`config.mk`:
```
export PLATFORM = sky130hd
export DESIGN_NAME = sc_hit_pulse_gen
export DESIGN_NICKNAME = d
export VERILOG_FILES = /design/src/rtl/sc_hit_pulse_gen.sv
export SDC_FILE = /design/constraint.sdc
export NUM_CORES = 1
export LEC_CHECK = 0
export CORE_ASPECT_RATIO = 1.25
export CORE_MARGIN = 8
export CORE_UTILIZATION = 30
export CTS_CLUSTER_DIAMETER = 150
export DETAILED_ROUTE_END_ITERATION = 8
export GPL_TIMING_DRIVEN = 0
export PLACE_DENSITY = 0.53
export SLEW_MARGIN = 0
export SYNTH_ARGS = -nofsm -noshare
export SYNTH_HDL_FRONTEND = slang
export SYNTH_SLANG_ARGS = --single-unit
```
`constraint.sdc`:
```
create_clock -name SC_HIT_PULSE_GEN_CLOCK_50 -period 3.8 [get_ports SC_HIT_PULSE_GEN_CLOCK_50]
set_clock_uncertainty 0.15 [all_clocks]
set_input_delay 0.57 -clock SC_HIT_PULSE_GEN_CLOCK_50 [delete_from_list [all_inputs] [get_ports SC_HIT_PULSE_GEN_CLOCK_50]]
set_output_delay 0.57 -clock SC_HIT_PULSE_GEN_CLOCK_50 [all_outputs]
set_load 0.005 [all_outputs]
```
`src/rtl/sc_hit_pulse_gen.sv`:
```
// -----------------------------------------------------------------------------
// sc_hit_pulse_gen
//
// Purpose:
//   Turns the raw frog/vehicle collision level into exactly one active-low
//   lose-life pulse per hit. This pulse feeds the lives counter's active-low
//   upcount input.
//   After each hit the block:
//     - holds an invulnerability window of INVULN_CYCLES enabled cycles,
//     - emits a one-cycle respawn strobe,
//     - re-arms only once the collision level has cleared.
//   As a result, one long overlap can never charge more than one life.
//
// Parameters:
//   INVULN_CYCLES  window length in enabled clock cycles (1 .. 2**CNT_WIDTH)
//   CNT_WIDTH      width of the invulnerability down-counter
//
// Ports:
//   SC_HIT_PULSE_GEN_CLOCK_50          in   system clock, rising edge
//   SC_HIT_PULSE_GEN_RESET_InLow       in   asynchronous active-low reset
//   SC_HIT_PULSE_GEN_collision_InHigh  in   raw collision level
//   SC_HIT_PULSE_GEN_enable_InHigh     in   game running; low pauses the block
//   SC_HIT_PULSE_GEN_gameover_InHigh   in   game over; blocks new hits
//   SC_HIT_PULSE_GEN_loselife_OutLow   out  one-cycle active-low lose-life pulse
//   SC_HIT_PULSE_GEN_respawn_OutHigh   out  one-cycle respawn strobe
//   SC_HIT_PULSE_GEN_invuln_OutHigh    out  high while hits are ignored
//
// Build option:
//   SC_HIT_PULSE_GEN_SYNC_EN - when defined, collision passes through a
//   two-flop synchronizer before the FSM. This adds 2 cycles of latency.
// -----------------------------------------------------------------------------
module sc_hit_pulse_gen #(
  parameter int INVULN_CYCLES = 25000000,
  parameter int CNT_WIDTH     = 25
) (
  input  logic SC_HIT_PULSE_GEN_CLOCK_50,
  input  logic SC_HIT_PULSE_GEN_RESET_InLow,
  input  logic SC_HIT_PULSE_GEN_collision_InHigh,
  input  logic SC_HIT_PULSE_GEN_enable_InHigh,
  input  logic SC_HIT_PULSE_GEN_gameover_InHigh,
  output logic SC_HIT_PULSE_GEN_loselife_OutLow,
  output logic SC_HIT_PULSE_GEN_respawn_OutHigh,
  output logic SC_HIT_PULSE_GEN_invuln_OutHigh
);

  typedef enum logic [2:0] {
    ARMED      = 3'd0,
    HIT        = 3'd1,
    INVULN     = 3'd2,
    RESPAWN    = 3'd3,
    WAIT_CLEAR = 3'd4
  } state_t;

  // The counter counts the remaining INVULN cycles down to zero, so the
  // load value is one less than the window length.
  localparam logic [CNT_WIDTH-1:0] CNT_LOAD = CNT_WIDTH'(INVULN_CYCLES - 1);
  localparam logic [CNT_WIDTH-1:0] CNT_ONE  = CNT_WIDTH'(1);

  logic                 clk;
  logic                 rst_n;
  logic                 collision;
  logic                 enable;
  logic                 gameover;

  assign clk       = SC_HIT_PULSE_GEN_CLOCK_50;
  assign rst_n     = SC_HIT_PULSE_GEN_RESET_InLow;
  assign enable    = SC_HIT_PULSE_GEN_enable_InHigh;
  assign gameover  = SC_HIT_PULSE_GEN_gameover_InHigh;

`ifdef SC_HIT_PULSE_GEN_SYNC_EN
  // Collision may come from an unrelated clock domain.
  logic [1:0] sync_q;

  always_ff @(posedge clk or negedge rst_n) begin
    if (!rst_n) begin
      sync_q <= 2'b00;
    end else begin
      sync_q <= {sync_q[0], SC_HIT_PULSE_GEN_collision_InHigh};
    end
  end

  assign collision = sync_q[1];
`else
  assign collision = SC_HIT_PULSE_GEN_collision_InHigh;
`endif

  state_t               state_q, state_d;
  logic [CNT_WIDTH-1:0] cnt_q, cnt_d;
  logic                 loselife_q, respawn_q, invuln_q;

  always_comb begin
    state_d = state_q;
    cnt_d   = cnt_q;
    case (state_q)
      ARMED: begin
        if (collision && enable && !gameover) begin
          state_d = HIT;
        end
      end
      HIT: begin
        cnt_d   = CNT_LOAD;
        state_d = INVULN;
      end
      INVULN: begin
        // Paused while enable is low; exits after the zero count has been
        // spent, so the window is exactly INVULN_CYCLES enabled cycles.
        if (enable) begin
          if (cnt_q == '0) begin
            state_d = RESPAWN;
          end else begin
            cnt_d = cnt_q - CNT_ONE;
          end
        end
      end
      RESPAWN: begin
        state_d = collision ? WAIT_CLEAR : ARMED;
      end
      WAIT_CLEAR: begin
        if (!collision) begin
          state_d = ARMED;
        end
      end
      default: begin
        state_d = ARMED;
        cnt_d   = '0;
      end
    endcase
  end

  // Outputs are decoded from the current state and registered. They
  // therefore trail the state register by one cycle.
  always_ff @(posedge clk or negedge rst_n) begin
    if (!rst_n) begin
      state_q    <= ARMED;
      cnt_q      <= '0;
      loselife_q <= 1'b1;
      respawn_q  <= 1'b0;
      invuln_q   <= 1'b0;
    end else begin
      state_q    <= state_d;
      cnt_q      <= cnt_d;
      loselife_q <= (state_q != HIT);
      respawn_q  <= (state_q == RESPAWN);
      invuln_q   <= (state_q == HIT) || (state_q == INVULN) || (state_q == RESPAWN);
    end
  end

  assign SC_HIT_PULSE_GEN_loselife_OutLow  = loselife_q;
  assign SC_HIT_PULSE_GEN_respawn_OutHigh  = respawn_q;
  assign SC_HIT_PULSE_GEN_invuln_OutHigh   = invuln_q;

endmodule

```
Word level (Yosys, flattened, before mapping):

Index checks and enable logic that the tools add are counted.

* bits in registers: 31
* input bits: 5
* output and inout port bits: 3
* logic and storage cells: 36

* add/subtract/negate cells: 1
* equality and inequality tests: 10
* multiplexer cells: 9
* bitwise logic cells: 1
* reductions and logical operators: 10

Operator list (number)
* 25-bit case mux with 3 select lines: 1
* 25-bit 2-to-1 mux: 2
* 25-bit zero test: 1
* 25-bit by 1-bit subtractor with 25-bit output, second input constant: 1
* 3-bit 2-to-1 mux: 5
* 3-bit case mux with 5 select lines: 1
* 2-bit != test, second input constant: 5
* 3-bit by 2-bit equality test with 1-bit output, second input constant: 2
* 4-bit AND reduction: 1
* 3-bit by 1-bit equality test with 1-bit output, second input constant: 1
* 3-bit equality test, second input constant: 1
* 3-bit zero test: 1
* 3-bit by 1-bit != test with 1-bit output, second input constant: 1
* 3-bit AND reduction: 1
* 3-bit OR reduction: 1
* 1-bit logical AND: 2
* 1-bit logical OR: 2
* 1-bit zero test: 1
* 1-bit NOT: 1

Longest topological paths before layout:

Gate-level depths: netlist of the first run.

* depth in word-level cells: 4
* mapped depth: 10
* mapped depth without buffers: 7

Least setup slack after synthesis of the first run:

OpenSTA, ideal clock, no wires.

* kind: reg2reg
* from: register cnt_q[0]
* to: register cnt_q[1]
* library setup time: 127 ps
* arrival: 2480 ps
* slack: 1043 ps
* stages on the path, launching flop included: 10
* path buffers: 3
* clock period less this slack: 2757 ps
* cells stage by stage: dfrtp_1 > inv_1 > ha_1 > or4b_1 > buf_2 > or4_4 > buf_6 > o21a_1 > buf_6 > o32a_2

* longest elaborated chain between the ends: 4
* elaborated cells on any way between the ends: 7
* those cells by class: add/sub (1); eq/ne (1); mux (3); reduce/logical (2)

RTL lines
* start: declaration: line 88 `logic [CNT_WIDTH-1:0] cnt_q, cnt_d;`
* start signal: assignment: line 141 `cnt_q <= cnt_d;`
* 25-bit by 1-bit subtractor with 25-bit output: line 111 `cnt_d = cnt_q - CNT_ONE;`
* 25-bit 2-to-1 mux: line 108 `if (cnt_q == '0) begin`
* 25-bit 2-to-1 mux: line 107 `if (enable) begin`
* 25-bit case mux with 3 select lines: line 94 `case (state_q)`

Parallel ways exist; a longest one is shown, timed or not. The select of a mux whose other input is x is not followed.
A chain may end at the register's enable or synchronous reset.

Worst setup path after layout of the first run:

* from: register cnt_q[0]
* to: register cnt_q[12]

Same word-level chain as after synthesis.

==> metrics.md, run 1 <==
| Metric | Value |
|---|---|
| Status | finished clean |
| CTS Root Cell | clkbuf_8 |
| Post-CTS Setup Bufs | 0 |
| Post-synthesis sequential area ratio | 42.6% |
| GP Congestion | 0.863 |
| Fin util | 35.4% |
| Reg2Reg Depth | 9 |
| Critical path's slowest cell | or4_4 |
| Crit path DAT | 3.22 ns |
| Avg WL per Cell | 16.8 um |
| Diode count | 0 |
| Bufs on Longest Clock Path | 2 |
| Synthesis-to-layout area growth | 13.6% |
| Setup CP Type | flip-flop to flip-flop |
| R2r startpoint | cnt_q[0] |
| #FFs+latches synth | 31 |
| Final WS setup | 0.626 ns |
| Gate Count Post-Synth | 198 |
| CTS tree | built |
| Number of synthesized flops with an enable pin | 0 |
| Fin crit share | 83.5% |
| Worst setup startpoint | cnt_q[0] |
| First-pass GRT wire length | 8220 um |
| Worst r2r dst | cnt_q[12] |
| Fin. Hold Viols | 0 |
| Clock tree sinks | 31 |
| Synth Net Count | 204 |
| Clock latency on the worst-skew pair | 0.29 ns |
| Post-CTS Resized | 0 |
| Final setup vio count | 0 |
| Gr usage total | 12.0% |
| Cell area power density | 779 nW/um2 |
| Post-synthesis cell type count | 49 |
| Max capacitance violation total | 0 |
| HPWL Detailed | 3440 um |
| Vias in the first global route | 1542 |
| Post-synth ARST share | 100% |
| Met3 usage | 2.37% |
| DR DRC count | 0 |
| Grt met1 use | 14.3% |
| Io pins | 8 |
| Die area | 8850 um2 |
| Worst Setup EP | cnt_q[12] |
| Final Cell Area | 2070 um2 |
| Routed vias/inst | 5.48 |
| Antenna Nets Post-Route | 0 |
| PortBufs | 7 |
| GR Layer Usage met2 | 20.1% |
| Placed insts | 287 |
| Initial antenna violation count | 0 |
| Final Max Tran Viols | 0 |
| Row count | 31 |
| Period minus WS final | 3.17 ns |
| Reg2reg setup slack | 0.63 ns |
| Worst path max stage delay | 0.54 ns |
| Largest net degree at the start of global routing | 32 |
| Synth area leader | dfrtp_1 |
| Post-CTS Hold Fix Bufs | 0 |
| Slew @ Worst Pin | 0.713 ns |
| Vias | 1616 |
| Top cells by area, synth | dfrtp_1, a21oi_1, or4_1 |
| CP required | 3.85 ns |
| Max IR drop VDD | 188 uV |
| Die Y | 103 um |
| Overflow after GRT | 0 |
| Lkg Pwr | 0.829 nW |
| Synth top area share | 41.2% |
| HP Class | input port to asynchronous set/reset pin |
| Core area | 5860 um2 |
| Final WL | 4960 um |
| Yosys warns | 0 |
| Syn_area_per_cell | 9.21 um2 |
| Pre-CTS WS | 0.640 ns |
| CTS buffer count | 5 |
| Post-Layout Cell Count | 295 |
| Nets@finish | 218 |
| CP endpoint kind | flip-flop |
| DIE WIDTH | 85.7 um |
| Maximum net fanout on the critical path | 7 |
| Fmax | 0.315 GHz |
| Critical path launch point type | flip-flop |
| Worst-path cell chain | inv_1 -> ha_1 -> or4b_1 -> buf_2 -> or4_4 -> buf_6 -> o22ai_1 -> nor2_1 -> a211oi_1 |
| Initial Util | 31.1% |
| Htree depth | 2 |
| Reg clk slew, reported paths | 0.07 ns |
| Total negative slack | 0 ns |
| Busiest grt layer | met2 |
| Drt pass-1 iters | 4 |
| Area after DPL | 1990 um2 |
| Main flop type after synthesis | dfrtp_1 |
| Mapped Area | 1820 um2 |
| RSZ-0062 raised after global routing | no |
| Layout cells sized above 1 | 10.3% |
| Detailed Route Iter0 Violations | 150 |
| Worst rel slew slack | 52.4% |
power breakdown:
group	internal [mW]	switching, mW
sequential	0.452	0.122
clock	0.128	0.125
combinational	0.310	0.476
total	0.891	0.724
layout by cell type, fill, tap and decap left out, types with 4 or more instances in the layout:
cell type,instances
a2bb2oi_1,6
nor3b_1,5
dfrtp_1,30
nor4_1,6
or3_1,5
o31ai_1,4
nor3_1,10
a21oi_1,17
clkbuf_1,10
a22oi_1,4
o22a_1,4
nor2_1,17
nand2_1,9
inv_1,10
o22ai_1,6
clkbuf_8,5
clkdlybuf4s50_1,6
or4_1,10
how the worst min path moves through the flow:
stage	start	endpoint	slack [ns]
after floorplan	SC_HIT_PULSE_GEN_RESET_InLow	SC_HIT_PULSE_GEN_invuln_OutHigh	0.12
after global placement	cnt_q[21]	cnt_q[21]	0.34
after CTS	SC_HIT_PULSE_GEN_RESET_InLow	cnt_q[12]	0.22
after detailed placement	cnt_q[21]	cnt_q[21]	0.35
after global routing	SC_HIT_PULSE_GEN_RESET_InLow	cnt_q[12]	0.24
final	SC_HIT_PULSE_GEN_RESET_InLow	cnt_q[12]	0.18
critical path, delay by kind of cell, from the launching register on:
kind	cells	cell delay (ns)
compound gates	2	0.68
fa+ha+maj	1	0.21
buf+inv	3	0.43
flops	1	0.39
simple gates	3	1.22
cells by family (layout without fill, tap and decap cells):
logic type	after synthesis	count (layout)	synth area share (%)
AND/OR/NAND/NOR	76	76	23.6
AO/OA/AOI/OAI	64	64	25.3
flip-flops	31	31	42.6
buffers and inverters	21	36	5.21
XOR/XNOR	3	3	1.44
multiplexers	2	2	1.17
adder cells (fa/ha/maj)	1	1	0.686
synthesized netlist by cell type (2+ instances only):
| cell type | instances |
|---|---|
| or4_1 | 10 |
| nand2_1 | 9 |
| a21oi_1 | 17 |
| o211ai_1 | 3 |
| buf_6 | 2 |
| a211oi_1 | 2 |
| nor2_1 | 17 |
| nor3_1 | 10 |
| nand3_1 | 2 |
| nor2b_1 | 2 |
| or3_1 | 5 |
| or2_2 | 2 |
| clkbuf_1 | 8 |
| inv_1 | 10 |
| dfrtp_1 | 30 |
| nor3b_1 | 5 |
| o22ai_1 | 6 |
| a31oi_1 | 2 |
| nor4_1 | 6 |
| a22oi_1 | 4 |
| o32a_2 | 2 |
| o22a_1 | 4 |
| xor2_1 | 3 |
| a2bb2oi_1 | 6 |
| o31ai_1 | 4 |
| a21o_1 | 2 |
| o21ai_0 | 3 |
registers in the layout, indices dropped and copies added (netlist names):
register / count
cnt_q: 25
state_q: 3
SC_HIT_PULSE_GEN_invuln_OutHigh: 1
SC_HIT_PULSE_GEN_loselife_OutLow: 1
SC_HIT_PULSE_GEN_respawn_OutHigh: 1
routing by layer:
metal | share of wire [%] | vias to the layer above
li1 | - | 780
met3 | 4.2 | 8
met1 | 46 | 794
met5 | 0 | -
met4 | 2.4 | 0
met2 | 47 | 34
through the flow:
step / total power, mW / hold slack (ns)
4_1_cts: 1.62 / 0.222
2_1_floorplan: 1.14 / 0.124
3_3_place_gp: 1.36 / 0.341
3_5_place_dp: 1.36 / 0.354
6_report: 1.61 / 0.178
5_1_grt: 1.74 / 0.239
final cells by class:
class                      instances  area [um2]
fill                             603        3780
clock buffer                       7        76.3
multi-input combinational        146         952
clock inverter                     1        5.00
buffer                            11        57.6
inverter                          10        37.5
tap                               82         103
timing repair buffer               7        65.1
sequential                        31         777
(Power assumes the default switching activity.)
==> inputs of run 2 (changes only) <==
Settings changed: PLACE_DENSITY 0.53 to 0.55.
Clock period 3.8 ns to 2.9 ns, I/O delays scaled along.
==> metrics.md, run 2 (synthesis gave the netlist of run 1 again) <==
| Metric | Value |
|---|---|
| Status | finished clean |
| Layout cells sized above 1 | 15.7% (+5.4 points) |
| CTS tree | built |
| Pre-CTS WS | -0.180 ns (-0.820 ns) |
| RSZ-0062 raised after global routing | no |
| GP Congestion | 0.884 (+2.4%) |
| Area after DPL | 1990 um2 (unchanged) |
| Fmax | 0.359 GHz (+14%) |
| Met3 usage | 2.61% (+0.24 points) |
| Reg2Reg Depth | 10 (+1) |
| Diode count | 0 (unchanged) |
| Final WL | 5010 um (+1.0%) |
| Final WS setup | 0.111 ns (-0.515 ns) |
| Die Y | 103 um (unchanged) |
| Biggest regs | cnt_q: 25 flops, state_q: 3 flops |
| Worst path bufs/invs | 4 (+1) |
| Detailed Route Iter0 Violations | 65 (-57%) |
| Biggest register | cnt_q |
| Vias | 1641 (+1.5%) |
| Most common cell after layout, fill and taps aside | dfrtp_1 |
| Max capacitance violation total | 0 (unchanged) |
| Clock latency on the worst-skew pair | 0.29 ns (about the same) |
| PortBufs | 7 (unchanged) |
| Row count | 31 (unchanged) |
| Fin. Hold Viols | 0 (unchanged) |
| CP endpoint kind | flip-flop |
| HP Class | input port to asynchronous set/reset pin |
| Critical path's slowest cell | or4_4 |
| CP dominant cell by count | buf_6 |
| Power Total | 2.28 mW (+41%) |
| First-pass GRT wire length | 8580 um (+4.5%) |
| Worst r2r dst | cnt_q[1] |
| Slew @ Worst Pin | 0.722 ns (+0.00881 ns) |
| Reg2reg setup slack | 0.11 ns (-0.52 ns) |
| Register area | 777 um2 (unchanged) |
| Fin util | 37.1% (+1.7 points) |
| Synthesis-to-layout area growth | 19.1% |
| CTS Root Cell | clkbuf_8 |
| Commonest cells after routing, fill and taps aside | dfrtp_1, nor2_1, a21oi_1 |
| Final setup vio count | 0 (unchanged) |
| Htree depth | 2 (unchanged) |
| CP top delay family | simple AND/OR/NAND/NOR gates |
| Reg clk slew, reported paths | 0.07 ns (about the same) |
| Nets@finish | 221 (+1.4%) |
| Final Max Tran Viols | 0 (unchanged) |
| Crit path DAT | 2.87 ns (-0.35 ns) |
| R2r startpoint | cnt_q[0] |
| CTS buffer count | 5 (unchanged) |
| Die area | 8850 um2 (unchanged) |
| Cell area power density | 1050 nW/um2 (+35%) |
| HPWL Detailed | 3420 um (-0.49%) |
| Critical path launch point type | flip-flop |
| Io pins | 8 (unchanged) |
| Fill cells | 592 (-1.8%) |
| Worst path max stage delay | 0.49 ns (-0.05 ns) |
| Max IR drop VDD | 310 uV (+65%) |
| Routed vias/inst | 5.51 (+0.52%) |
| Final Cell Area | 2170 um2 (+4.8%) |
| Maximum net fanout on the critical path | 10 (+3) |
| Overflow after GRT | 0 (unchanged) |
| Worst-path cell chain | inv_2 -> ha_2 -> or4b_4 -> buf_6 -> or4_4 -> o21a_1 -> buf_6 -> o21ai_4 -> buf_12 -> o32a_4 |
| CP required | 2.98 ns (-0.87 ns) |
| Core area | 5860 um2 (unchanged) |
| DIE WIDTH | 85.7 um (unchanged) |
| Footprint of the multi-input gates | 997 um2 (+4.7%) |
| Avg WL per Cell | 16.8 um (about the same) |
| DR DRC count | 0 (unchanged) |
| Setup CP Type | flip-flop to flip-flop |
| Initial antenna violation count | 0 (unchanged) |
| Busiest grt layer | met2 |
| Drt pass-1 iters | 4 (unchanged) |
| Lkg Pwr | 0.872 nW (+5.2%) |
| Post-CTS Hold Fix Bufs | 0 (unchanged) |
| GR Layer Usage met2 | 21.7% (+1.6 points) |
| Largest net degree at the start of global routing | 32 (unchanged) |
| Worst rel slew slack | 51.8% (-0.59 points) |
| Initial Util | 31.1% (unchanged) |
| Largest register FFs | 25 (unchanged) |
| Antenna Nets Post-Route | 0 (unchanged) |
| Clock tree sinks | 31 (unchanged) |
| Vias in the first global route | 1634 (+6.0%) |
| Grt met1 use | 14.3% (about the same) |
| Bufs on Longest Clock Path | 2 (unchanged) |
| Gr usage total | 12.5% (+0.56 points) |
| Period minus WS final | 2.79 ns (-0.385 ns) |
| Fin crit share | 96.2% (+13 points) |
-- run 2: how the worst max path moves through the flow --
stage,start,end,slack [ns],depth (start not counted)
2_1_floorplan,cnt_q[0],cnt_q[1],0.14,9
3_3_place_gp,cnt_q[0],cnt_q[12],-0.24,9
3_5_place_dp,cnt_q[0],cnt_q[12],-0.18,9
4_1_cts,cnt_q[0],cnt_q[1],0.04,10
5_1_grt,cnt_q[0],cnt_q[1],0.008,10
6_report,cnt_q[0],cnt_q[1],0.11,10
-- run 2: final cells by class --
type                       instances  area share (%)
timing repair buffer              12            5.47
inverter                          10            1.73
sequential                        31            35.8
clock buffer                       7            3.97
tap                               82            4.72
clock inverter                     1           0.230
multi-input combinational        146            45.9
buffer                             9            2.25
-- run 2: repair_timing --
action                                  4_1_cts  5_1_grt
pin swaps                                     2        1
buffers inserted                              5        0
endpoints found under the setup margin       18       13
gates resized for setup                       9        3
endpoints found under the hold margin         0        0
cloned                                        0        0
-- run 2: per-stage QoR --
| step | setup TNS, ns | hold slack (ns) | std cells |
|---|---|---|---|
| CTS | 0 | 0.0731 | 299 |
| floorplan | 0 | -0.0106 | 198 |
| detailed placement | -1.73 | 0.348 | 287 |
| global placement | -1.87 | 0.341 | 287 |
| global route | 0 | 0.0997 | 298 |
| finish | 0 | 0.0548 | 298 |
-- run 2: metal layers --
layer | up-vias | share of wire [%]
met2 | 27 | 51
met3 | 8 | 2.6
met4 | 0 | 2.3
met1 | 815 | 45
met5 | - | 0
li1 | 791 | -
-- run 2: power breakdown --
part	switching, mW	total, mW	internal (mW)
Clock	0.166	0.357	0.191
Sequential	0.156	0.748	0.592
Combinational	0.680	1.17	0.494
Total	1.00	2.28	1.28
==> inputs of run 3 (changes only) <==
Settings changed: CTS_CLUSTER_DIAMETER 150 to not set.
==> results of run 3 <==
Same layout as run 2: the final DEF is identical, and so are final timing and power.
